**config.mk**
```make
export PLATFORM = sky130hd
export DESIGN_NAME = iddrx2_deser
export DESIGN_NICKNAME = d
export VERILOG_FILES = /design/src/rtl/iddrx2_deser.sv
export SDC_FILE = /design/constraint.sdc
export NUM_CORES = 1
export LEC_CHECK = 0
export ABC_AREA = 1
export BUFFER_PORTS_ARGS = -buffer_cell sky130_fd_sc_hd__buf_2
export CORE_MARGIN = 2
export CORE_UTILIZATION = 55
export DETAILED_ROUTE_END_ITERATION = 10
export PLACE_DENSITY = 0.82
export REMOVE_ABC_BUFFERS = 1
export SKIP_LAST_GASP = 1
export SLEW_MARGIN = 5
export SYNTH_ARGS = -nofsm -noshare
export SYNTH_HDL_FRONTEND = slang
export SYNTH_SLANG_ARGS = --single-unit
```
**constraint.sdc**
```tcl
create_clock -name ECLK -period 2.02 [get_ports ECLK]
set_clock_uncertainty 0.1 [all_clocks]
set_input_delay 0.202 -clock ECLK [delete_from_list [all_inputs] [get_ports ECLK]]
set_output_delay 0.202 -clock ECLK [all_outputs]
set_load 0.02 [all_outputs]
```
**src/rtl/iddrx2_deser.sv**
```systemverilog
// iddrx2_deser: 4:1 DDR input deserializer with bitslip alignment.
// Rebuilds 4-bit words from rise/fall bit pairs in serializer order
// (Q0 = first rise, Q1 = first fall, Q2 = second rise, Q3 = second fall).
// ALIGN shifts the word boundary one bit later, then blocks itself and
// word output for ALIGN_HOLDOFF cycles while the new framing settles.
module iddrx2_deser #(
  parameter int WIDTH         = 1,
  parameter int ALIGN_HOLDOFF = 4   // legal range 1..15
) (
  input  logic             ECLK,
  input  logic             RST,
  input  logic             EN,
  input  logic [WIDTH-1:0] DR,
  input  logic [WIDTH-1:0] DF,
  input  logic             ALIGN,
  output logic [WIDTH-1:0] Q0,
  output logic [WIDTH-1:0] Q1,
  output logic [WIDTH-1:0] Q2,
  output logic [WIDTH-1:0] Q3,
  output logic             VALID,
  output logic             BUSY
);

  localparam int HIST_W = 7;   // 4 word bits + up to 3 bits of bitslip reach
  localparam int CNT_W  = 4;

  // Per-lane bit history, bit 0 newest.
  logic [WIDTH-1:0][HIST_W-1:0] hist;
  logic [WIDTH-1:0][HIST_W-1:0] hist_next;
  logic [1:0]                   offset;    // word boundary delay in bits
  logic                         tgl;       // 1 = next enabled pair completes a word
  logic [CNT_W-1:0]             cnt;       // remaining holdoff cycles

  logic                         accept;
  logic                         emit;
  logic [WIDTH-1:0]             w0, w1, w2, w3;
  logic [2:0]                   k;

  assign BUSY = (cnt != '0);
  assign k    = {1'b0, offset};

  // Decode alignment/emission and select the framed word from the updated history.
  always_comb begin
    // NOTE: every signal written here gets a default first so no path leaves
    // it unassigned, which would otherwise infer a latch.
    hist_next = hist;
    w0        = '0;
    w1        = '0;
    w2        = '0;
    w3        = '0;
    accept    = ALIGN && !BUSY;
    emit      = EN && tgl && !BUSY && !accept;
    for (int i = 0; i < WIDTH; i++) begin
      if (EN) begin
        hist_next[i] = {hist[i][4:0], DR[i], DF[i]};
      end
      w3[i] = hist_next[i][k];
      w2[i] = hist_next[i][k + 3'd1];
      w1[i] = hist_next[i][k + 3'd2];
      w0[i] = hist_next[i][k + 3'd3];
    end
  end

  // History, pair phase, offset and holdoff counter.
  always_ff @(posedge ECLK) begin
    // NOTE: sequential state uses non-blocking assignments so every register
    // samples pre-edge values regardless of statement order.
    if (RST) begin
      // NOTE: the history is cleared on reset (not left to flush) because a
      // bitslipped first word reads bits older than anything received so far.
      hist   <= '0;
      tgl    <= 1'b0;
      offset <= 2'd0;
      cnt    <= '0;
    end else begin
      hist <= hist_next;
      if (EN) begin
        tgl <= ~tgl;
      end
      if (accept) begin
        offset <= offset + 2'd1;
        cnt    <= CNT_W'(ALIGN_HOLDOFF);
      end else if (BUSY) begin
        cnt <= cnt - 1'b1;
      end
    end
  end

  // Output word register; Q holds between emissions.
  always_ff @(posedge ECLK) begin
    if (RST) begin
      Q0    <= '0;
      Q1    <= '0;
      Q2    <= '0;
      Q3    <= '0;
      VALID <= 1'b0;
    end else begin
      VALID <= emit;
      if (emit) begin
        Q0 <= w0;
        Q1 <= w1;
        Q2 <= w2;
        Q3 <= w3;
      end
    end
  end

endmodule

```
# --- Yosys cells after proc, flatten, opt, wreduce, memory -nomap -nowiden ---
# Cells that the tools add are included.
word_totals:
  elab_cells: 40
  register_bits: 19
  inputBits: 6
  output_inout_bits: 6
op_classes:
  n_addsub: 5
  n_lt_le_gt_ge: 4
  reduce_logical: 9
  bitwise: 1
  muxes: 11
op_table:
  columns: ["operator", "n"]
  rows:
  - ["less-than comparator 3 x 4 -> 1 bit, second input constant", 3]
  - ["binary-select mux 1 bit (select 3 bit)", 3]
  - ["two-way mux 7 bit", 1]
  - ["adder 2 x 2 -> 3 bit, second input constant", 2]
  - ["two-way mux 3 bit", 2]
  - ["logical AND 1 bit", 4]
  - ["less-than comparator 2 x 4 -> 1 bit, second input constant", 1]
  - ["two-way mux 1 bit", 4]
  - ["nonzero test 4 bit", 1]
  - ["subtractor 4 x 1 -> 4 bit, second input constant", 1]
  - ["adder 2 x 1 -> 3 bit, second input constant", 1]
  - ["adder 2 x 1 -> 2 bit, second input constant", 1]
  - ["binary-select mux 1 bit (select 2 bit)", 1]
  - ["logical NOT 1 bit", 2]
  - ["nonzero test 2 bit", 1]
  - ["OR reduction 2 bit", 1]
  - ["NOT 1 bit", 1]

# --- Longest topological paths before layout ---
# Gate-level depths: netlist (run 1).
logic_depth:
  word_depth: 5
  depth_mapped: 10
  depth_no_buf: 10

# --- Worst setup path before layout (run 1) ---
# No wires, ideal clock.
synth_timing:
  path_type: "reg-to-reg"
  startpoint: "reg offset[0]"
  endpoint: "reg Q0"
  stages_incl_launch_ff: 10
  t_required_ns: 1.803
  path_buffers: 1
  setup_time_ns: 0.117
  t_arrival_ns: 1.293
  synth_period_minus_slack_ns: 1.510
  slack_ns: 0.510
  cell_sequence: "dfxtp_1 > buf_4 > inv_1 > ha_1 > inv_1 > a21oi_1 > nand2_1 > nand2_1 > nor2_1 > nor2_1"
synth_between:
  elab_chain_cells: 3
synth_lines:
  columns: ["element", "line_no", "text"]
  rows:
  - ["start, declared", "30", "logic [1:0] offset;"]
  - ["start signal, assigned", "81", "offset <= offset + 2'd1;"]
  - ["adder 2 x 2 -> 3 bit", "60", "w0[i] = hist_next[i][k + 3'd3];"]
  - ["binary-select mux 1 bit (select 3 bit)", "60", null]
  - ["two-way mux 1 bit (not written as such)", "60", null]
  - ["end signal, assigned", "100", "Q0 <= w0;"]
  - ["end, declared", "16", "output logic [WIDTH-1:0] Q0,"]
# Every way passes these cells. The select of a mux whose other input is x is not followed.
# A chain may end at the register's enable or synchronous reset.

# --- Final worst setup path (run 1) ---
layout_timing:
  startpoint: "reg cnt[0]"
  endpoint: "out BUSY"
layout_between:
  elab_chain_cells: 1
layout_lines:
  columns: ["element", "line_no", "text"]
  rows:
  - ["start, declared", "32", "logic [CNT_W-1:0] cnt;"]
  - ["start signal, assigned", "82", "cnt <= CNT_W'(ALIGN_HOLDOFF);"]
  - ["start signal, assigned", "84", "cnt <= cnt - 1'b1;"]
  - ["nonzero test 4 bit", "39", "assign BUSY = (cnt != '0);"]
  - ["end, declared", "21", "output logic BUSY"]
# Every way passes these cells.

==> qor.yml, run 1 <==
run_status: "finished, final reports clean"
period_needed_ps: 1654
seq_power_share: 0.364
period_share: 0.8187
hold_class: "input pin to flop"
clkLatencyLatePin_ps: 300
avgSynthCellArea_um2: 6.789
sw_frac_of_total: 0.4326
syn_area_um2: 1005
place_ws_ps: 446.7
crit_fanout: 6
final_nets: 172
n_fill_cell: 186
antennaDiodeCount: 0
overflow: 0
finalPower_mw: 1.308
yosysWarningCount: 0
antenna_found_initial: 0
fin_hold_ws_ps: 42.65
slowest_stage: "dfxtp_1"
start_kind: "flop"
internal_power_mw: 0.7418
maxSlewHeadroom: 0.8008
drt_wl_total_um: 1934
p_comb_frac: 0.490
slew_viol_final: 0
synthToLayoutAreaGrowth_pct: 9.464
dp_hpwl_um: 1490
place_congestion: 0.8308
p_clk_frac: 0.146
crit_chain: "inv_1 -> ha_1 -> nand2_2 -> nor2_4 -> inv_4 -> buf_2"
worst_slew_pin_slew_ps: 297.8
die_y_um: 46.74
vias: 931
die_w_um: 46.74
core_area_um2: 1727
yosysSeqAreaShare: 0.3786
hold_buffers: 0
cts_num_sinks: 19
switchingPower_mw: 0.5657
drive_gt1_frac: 0.1491
first_iter_violations: 15
grt_use_total: 0.2124
detail_route.wl_per_cell_um: 10.40
setup_tns_ps: 0
final_util: 0.6370
grt_first_pass_wirelength_um: 3346
clk_pin_slew_ps: 110
design.die.area_um2: 2185
synth_cell_types: 22
worst_slack_ps: 366.2
power_leakage_nw: 0.5409
grt_pass1_vias: 860
place.port_buffers: 11
cts_buffer_depth: 2
path_class: "flop to output port"
cpPeakStageDelay_ps: 330
ir_worst_vdd_uv: 546.1
cts_htree_levels: 1
crit_buf_inv: 3
rsz0062_at_grt: "no"
grt_max_degree: 13
p_per_area_nw_per_um2: 1189
start_util: 0.5819
required_ps: 1720
dr.pass1.iters: 4
cts.repair.resized: 0
setup_viol: 0
antenna_left: 0
cts_made_buffers: 3
ys_ff_latch: 19
cts_tree: "yes"
end_kind: "output port"
maxCapViolations: 0
arrival_ps: 1350
max_freq_mhz: 604.7
syn_inst: 148
cp_top_family: "buffers and inverters"
drc: 0
vias_per_cell: 5.005
rows: 15
ioPinCount: 12
cts-root-buf: "clkbuf_4"
hold_viol: 0
post-cts-setup-buffers: 0
## area by class of cell
| cell class | count | area [um2] | share of cell area |
|---|---|---|---|
| Tap cell | 25 | 31.28 | 0.02844 |
| Timing Repair Buffer | 12 | 62.56 | 0.05688 |
| Multi-Input combinational cell | 107 | 524.3 | 0.4767 |
| Sequential cell | 19 | 380.4 | 0.3458 |
| Clock inverter | 1 | 5.005 | 0.004551 |
| Inverter | 19 | 73.82 | 0.06712 |
| Clock buffer | 3 | 22.52 | 0.02048 |
## layout by cell type, fill, tap and decap left out, types with 2 or more instances in the layout
| cell | instances |
|---|---|
| buf_2 | 11 |
| and2_1 | 4 |
| or2_2 | 2 |
| inv_1 | 17 |
| nor2_1 | 21 |
| clkbuf_4 | 3 |
| nand2_2 | 2 |
| o21ai_0 | 4 |
| a21oi_1 | 6 |
| ha_1 | 4 |
| nand2_1 | 43 |
| dfxtp_1 | 19 |
| nand3_1 | 14 |
## sequential cells by signal, indices dropped and copies added, names as in the netlist
signal  flops
Q0          1
Q1          1
Q2          1
Q3          1
VALID       1
cnt         4
hist        7
offset      2
tgl         1
## cells by family after synthesis
| kind of cell | after synthesis | share of synthesized area |
|---|---|---|
| DFF | 19 | 0.3786 |
| AOI/OAI and AO/OA | 13 | 0.07100 |
| and+or+nand+nor | 89 | 0.3923 |
| xor gates and xnor gates | 1 | 0.008719 |
| buffers and inverters | 22 | 0.09962 |
| adders and majority gates | 4 | 0.04982 |
## cells in the mapped netlist, drive strengths merged
| cell type | count | area share |
|---|---|---|
| a21oi | 6 | 0.030 |
| and2 | 4 | 0.025 |
| buf | 3 | 0.026 |
| dfxtp | 19 | 0.38 |
| ha | 4 | 0.050 |
| inv | 19 | 0.073 |
| nand2 | 45 | 0.17 |
| nand3 | 14 | 0.070 |
| nor2 | 22 | 0.090 |
| nor3 | 1 | 0.016 |
| nor4 | 1 | 0.0062 |
| o211ai | 1 | 0.0075 |
| o21ai | 4 | 0.020 |
| o22ai | 1 | 0.0062 |
| o31ai | 1 | 0.0075 |
| or2 | 2 | 0.012 |
| xnor2 | 1 | 0.0087 |
## metal layers
metal | up-vias | global-route usage | wire length, um
met4 | 0 | 0.06667 | 24
met2 | 14 | 0.3694 | 946
met1 | 427 | 0.2630 | 906
met5 | - | 0 | 0
li1 | 486 | - | -
met3 | 4 | 0.04615 | 56
## worst paths after layout
kind                       startpoint                   to  slack [ps]  cells past startpoint
setup / recovery  cnt[0]$_SDFFE_PP0P_                 BUSY         370                      6
setup reg to reg  cnt[0]$_SDFFE_PP0P_      Q2$_SDFFE_PP0P_         440                      9
hold reg to reg   cnt[0]$_SDFFE_PP0P_  cnt[0]$_SDFFE_PP0P_         370                      2
hold / removal                  ALIGN     VALID$_SDFF_PP0_          40                      2
## power groups by stage
| stage | sequential [mW] | combinational [mW] | clock [mW] |
|---|---|---|---|
| after floorplan | 0.499 | 0.478 | 0 |
| after global placement | 0.483 | 0.610 | 0 |
| after detailed placement | 0.485 | 0.637 | 0 |
| after CTS | 0.476 | 0.644 | 0.195 |
| after global routing | 0.485 | 0.723 | 0.209 |
| final | 0.476 | 0.641 | 0.191 |
## stage by stage
step                cells  area (um2)
global route          186        1100
detailed placement    182        1072
finish                186        1100
CTS                   186        1100
global placement      182        1072
floorplan             145       978.4
Note: power is estimated with default switching activity, not from simulation.
==> inputs of run 2 (changes only) <==
Settings changed: CORE_UTILIZATION 55 to 50, PLACE_DENSITY 0.82 to 0.79.
Clock period 2.02 ns to 1.3 ns, I/O delays scaled along.
==> run 2 against run 1 <==
The run now ends with setup timing left. First-iteration DRC count up 120%. Worst setup slack worse by 650 ps. Wire length up 30%. Global-route usage up 1.4 points. Final cell count up 11%. Flip-flop and latch count unchanged. Register-to-register slack worse by 680 ps. Count of clock-buffer cells in the layout unchanged. Non-clock buffer count up 18. Sequential share of layout area down 5.7 points. Critical path type unchanged.
==> qor.yml, run 2 (synthesized netlist as in run 1, its figures left out) <==
worst_slew_pin_slew_ps: 294.8  # -2.949 ps
max_freq_mhz: 631.1
die_w_um: 48.83  # +4.5%
antennaDiodeCount: 0  # unchanged
start_kind: "flop"
run_status: "finished with violations"
cts_htree_levels: 1  # unchanged
final_nets: 190  # +10%
hold_viol: 0  # unchanged
hold_class: "input pin to flop"
path_class: "flop to output port"
p_per_area_nw_per_um2: 2193  # +84%
die_y_um: 48.83  # +4.5%
grt_use_total: 0.2267  # +0.01438
r2r-start: "cnt[0]$_SDFFE_PP0P_"
drc: 0  # unchanged
worst_slack_ps: -284.6  # -650.9 ps
rsz0062_at_grt: "yes"
clkLatencyLatePin_ps: 310  # about the same
grt_first_pass_wirelength_um: 4202  # +26%
p_comb_frac: 0.632  # +0.142
fin_hold_ws_ps: 53.38  # +10.72 ps
crit_buf_inv: 4  # +1
required_ps: 1070  # -650 ps
largest-register: "hist"
place_congestion: 0.9049  # +8.9%
vias_per_cell: 5.102  # +1.9%
arrival_ps: 1350  # about the same
rows: 16  # +1
p_clk_frac: 0.108  # -0.038
violations: "setup timing"
slew_viol_final: 0  # unchanged
vias: 1051  # +13%
cp_top_family: "buffers and inverters"
dp_hpwl_um: 1635  # +9.8%
drive_gt1_frac: 0.2961  # +0.1470
crit_top_cell: "buf_6"
reg_top3: "hist x7, cnt x4, offset x2"
switchingPower_mw: 1.201  # +110%
antenna_found_initial: 0  # unchanged
end_kind: "output port"
first_iter_violations: 33  # +18
finalPower_mw: 2.903  # +120%
maxSlewHeadroom: 0.8028  # +0.001973
layout_commonest_cell: "nand2_1"
cts_tree: "yes"
grt_max_degree: 13  # unchanged
cts_made_buffers: 3  # unchanged
crit_chain: "inv_2 -> ha_4 -> nand2_4 -> nor2_4 -> inv_4 -> buf_6 -> buf_6"
ir_worst_vdd_uv: 1269  # +130%
drt_wl_total_um: 2514  # +30%
design.die.area_um2: 2384  # +9.1%
core_area_um2: 1922  # +11%
synthToLayoutAreaGrowth_pct: 31.76
cts-root-buf: "clkbuf_4"
place.port_buffers: 11  # unchanged
clk_pin_slew_ps: 110  # about the same
power_leakage_nw: 0.6424  # +19%
start_util: 0.5228  # -0.05910
cpPeakStageDelay_ps: 350  # +20 ps
crit_path_start: "cnt[0]$_SDFFE_PP0P_"
period_share: 1.219
cts_buffer_depth: 2  # unchanged
setup_viol: 12  # +12
largest_reg_flops: 7  # unchanged
sw_frac_of_total: 0.4138  # -0.01880
internal_power_mw: 1.701  # +130%
dr.pass1.iters: 7  # +3
hp-start: "DF"
overflow: 0  # unchanged
maxCapViolations: 0  # unchanged
detail_route.wl_per_cell_um: 12.20  # +17%
cts_num_sinks: 19  # unchanged
antenna_left: 0  # unchanged
crit_fanout: 3  # -3
period_needed_ps: 1585
ioPinCount: 12  # unchanged
grt_pass1_vias: 985  # +15%
layout_common_cells: "nand2_1 (41), nor2_1 (21), dfxtp_1 (17), inv_1 (15)"
slowest_stage: "dfxtp_2"
seq_power_share: 0.259  # -0.105
setup_tns_ps: -2071  # -2071 ps
## run 2: layout make-up
cell class / count / area, um2
Clock buffer: 3 / 22.52
Tap cell: 27 / 33.78
Clock inverter: 1 / 5.005
Fill cell: 171 / 598.1
Inverter: 19 / 73.82
Sequential cell: 19 / 382.9
Timing Repair Buffer: 30 / 221.5
Multi-Input combinational cell: 107 / 584.3
## run 2: layer usage
metal	GRT usage	vias up	share of wire
li1	-	525	-
met1	0.2725	486	0.42
met2	0.3927	31	0.51
met3	0.04294	9	0.045
met4	0.1000	0	0.023
met5	0	-	0
## run 2: metrics by stage
step	cell area [um2]	std cells	util	setup WS (ps)
final	1324	206	0.6888	-284.6
after global routing	1324	206	0.6888	-319.9
after CTS	1266	203	0.6589	-252.5
after detailed placement	1157	195	0.6022	-158.8
after global placement	1157	195	0.6022	-93.43
after floorplan	978.4	145	-	-274.4
## run 2: worst paths after layout
kind              cells past startpoint             endpoint  slack, ps
setup / recovery                      7                 BUSY       -280
hold reg to reg                       2  cnt[0]$_SDFFE_PP0P_        410
hold / removal                        5   hist[0]$_SDFF_PP0_         50
setup reg to reg                      9     VALID$_SDFF_PP0_       -240
## run 2: power by group through the flow
stage	Clock, mW	Combinational [mW]	Sequential [mW]
floorplan	0	0.743	0.775
global placement	0	1.17	0.746
detailed placement	0	1.23	0.746
CTS	0.315	1.57	0.746
global route	0.347	1.97	0.765
finish	0.315	1.84	0.753
## run 2: repair_timing
action / in CTS / in global routing
gates resized for setup: 17 / 7
buffers inserted: 3 / 4
hold endpoints to repair: 1 / 0
hold buffers: 1 / 0
pin swaps: 9 / 5
setup endpoints to repair: 9 / 12
## run 2: worst register-to-register path, delay by kind of cell, from the launching register on
kind          cells  cell delay, ps
fa+ha+maj         1             140
buf+inv           5             500
simple gates      3             370
flops             1             350
==> inputs of run 3 (changes only) <==
Settings changed: PLACE_DENSITY 0.79 to 0.69.
==> run 3 against run 2 <==
The run still ends with setup timing left. Sequential power hardly changed. Global-route usage decreased by 2.2 points. Sequential share of layout area up 0.44 points. Flip-flop and latch count is the same. Via count down 2.8%. Combinational power is 13% lower. First-iteration DRC count shrank 70%. Largest power group unchanged. Highest routed layer unchanged.
==> qor.yml, run 3 (synthesized netlist as in run 1, its figures left out) <==
sw_frac_of_total: 0.4037  # -0.01010
start_kind: "flop"
ioPinCount: 12  # unchanged
cts_buffer_depth: 2  # unchanged
end_kind: "flop"
core_area_um2: 1922  # unchanged
layout_commonest_cell: "nand2_1"
dr.pass1.iters: 6  # -1
grt_pass1_vias: 966  # -1.9%
p_comb_frac: 0.604  # -0.028
cts-root-buf: "clkbuf_4"
clk_pin_slew_ps: 110  # about the same
vias: 1022  # -2.8%
worst_slack_ps: -223.7  # +60.89 ps
cts_tree: "yes"
p_per_area_nw_per_um2: 2036  # -7.2%
internal_power_mw: 1.583  # -7.0%
largest_reg_flops: 7  # unchanged
worst_slew_pin_slew_ps: 270.6  # -24.21 ps
start_util: 0.5228  # unchanged
setup_tns_ps: -1073  # +997.8 ps
slew_viol_final: 0  # unchanged
antennaDiodeCount: 0  # unchanged
switchingPower_mw: 1.072  # -11%
maxCapViolations: 0  # unchanged
grt_max_degree: 13  # unchanged
detail_route.wl_per_cell_um: 11.09  # -9.1%
rsz0062_at_grt: "yes"
place_congestion: 0.8240  # -8.9%
hold_class: "input pin to flop"
r2r-start: "cnt[0]$_SDFFE_PP0P_"
arrival_ps: 1620  # +270 ps
dp_hpwl_um: 1611  # -1.5%
reg_top3: "hist x7, cnt x4, offset x2"
cts_htree_levels: 1  # unchanged
period_share: 1.172  # -0.04683
drive_gt1_frac: 0.2865  # -0.009573
grt_use_total: 0.2045  # -0.02228
grt_first_pass_wirelength_um: 3781  # -10%
cts_num_sinks: 19  # unchanged
drt_wl_total_um: 2273  # -9.6%
layout_common_cells: "nand2_1 (41), nor2_1 (20), dfxtp_1 (17), inv_1 (15)"
dp_cells: 196  # +0.51%
fin_hold_ws_ps: 40.16  # -13.22 ps
die_w_um: 48.83  # unchanged
antenna_found_initial: 0  # unchanged
p_clk_frac: 0.113  # +0.005
rows: 16  # unchanged
overflow: 0  # unchanged
drc: 0  # unchanged
crit_fanout: 4  # +1
first_iter_violations: 10  # -70%
cpPeakStageDelay_ps: 330  # -20 ps
crit_path_start: "cnt[0]$_SDFFE_PP0P_"
hp-start: "RST"
cts_made_buffers: 3  # unchanged
design.die.area_um2: 2384  # unchanged
clkLatencyLatePin_ps: 300  # about the same
die_y_um: 48.83  # unchanged
setup_viol: 8  # -4
ir_worst_vdd_uv: 1091  # -14%
hold_viol: 0  # unchanged
place.port_buffers: 11  # unchanged
slowest_stage: "dfxtp_2"
maxSlewHeadroom: 0.8179  # +0.01511
max_freq_mhz: 656.3  # +4.0%
final-instance-count-excl-fill: 205  # -0.49%
largest-register: "hist"
antenna_left: 0  # unchanged
run_status: "finished with violations"
crit_buf_inv: 3  # -1
required_ps: 1400  # +330 ps
cp_top_family: "simple AND/OR/NAND/NOR gates"
ff_latch_area_um2: 382.9  # unchanged
crit_chain: "inv_2 -> ha_4 -> nand2_4 -> nor2_4 -> inv_4 -> nor3_4 -> buf_4 -> nand2_1 -> nor2_1 -> nor2_1"
n_fill_cell: 186  # +8.8%
synthToLayoutAreaGrowth_pct: 29.76
path_class: "flop to flop"
final_util: 0.6784  # -0.01042
crit_top_cell: "nor2_1"
final_nets: 189  # -0.53%
period_needed_ps: 1524  # -60.89 ps
power_leakage_nw: 0.6360  # -1.0%
vias_per_cell: 4.985  # -2.3%
seq_power_share: 0.284  # +0.025
violations: "setup timing"
multi_input_area_um2: 576.8  # -1.3%
==> run 3: changes by cell type in the layout (fill, tap and decap cells not counted), sizes merged <==
cell    before  now
clkbuf       3    4
buf         29   28
clkinv       1    0
==> run 3: power groups by stage <==
stage               Clock (mW)  Combinational, mW  Sequential [mW]
global route             0.323               1.78            0.763
global placement             0               1.18            0.747
floorplan                    0              0.743            0.775
CTS                      0.306               1.46            0.749
finish                   0.299               1.60            0.753
detailed placement           0               1.22            0.749
==> run 3: per-stage QoR <==
stage                     setup slack (ps)  area [um2]  power (mW)
after detailed placement            -153.4        1165       1.973
final                               -223.7        1304       2.654
after global routing                -330.4        1304       2.871
after CTS                           -240.1        1259       2.514
after global placement              -112.4        1165       1.928
after floorplan                     -274.4       978.4       1.518
==> run 3: cell type report <==
type,instances,area share
Inverter,19,0.05662
Multi-Input combinational cell,107,0.4424
Timing Repair Buffer,29,0.1612
Clock buffer,4,0.02015
Sequential cell,19,0.2937
Tap cell,27,0.02591
==> run 3: final timing paths <==
check / end / slack, ps / cells after the start
worst min-delay path: hist[5]$_SDFF_PP0_ / 40 / 2
worst max-delay path: Q0$_SDFFE_PP0P_ / -220 / 10
worst min register to register: cnt[0]$_SDFFE_PP0P_ / 380 / 2
worst max register to register: Q0$_SDFFE_PP0P_ / -220 / 10
==> run 3: timing repair <==
| action | 4_1_cts | 5_1_grt |
|---|---|---|
| gates resized for setup | 14 | 6 |
| hold endpoints to repair | 1 | 0 |
| pin swaps | 8 | 9 |
| buffers inserted | 2 | 4 |
| endpoints found under the setup margin | 9 | 11 |
| hold buffers | 1 | 0 |
==> run 3: worst reg2reg max path: stages, from the launching register on <==
cell     delay [ps]
dfxtp_2         330
inv_2            70
ha_4            140
nand2_4          50
nor2_4          110
inv_4            60
nor3_4          220
buf_4           160
nand2_1          50
nor2_1           80
nor2_1           40
==> run 3: per-layer routing <==
metal | track usage | up-vias | part of all wire | wire (um)
met5 | 0 | - | 0 | 0
met4 | 0.1000 | 0 | 0.016 | 36
met3 | 0.03988 | 5 | 0.036 | 81
met2 | 0.3767 | 24 | 0.53 | 1209
met1 | 0.2216 | 467 | 0.42 | 946
li1 | - | 526 | - | -
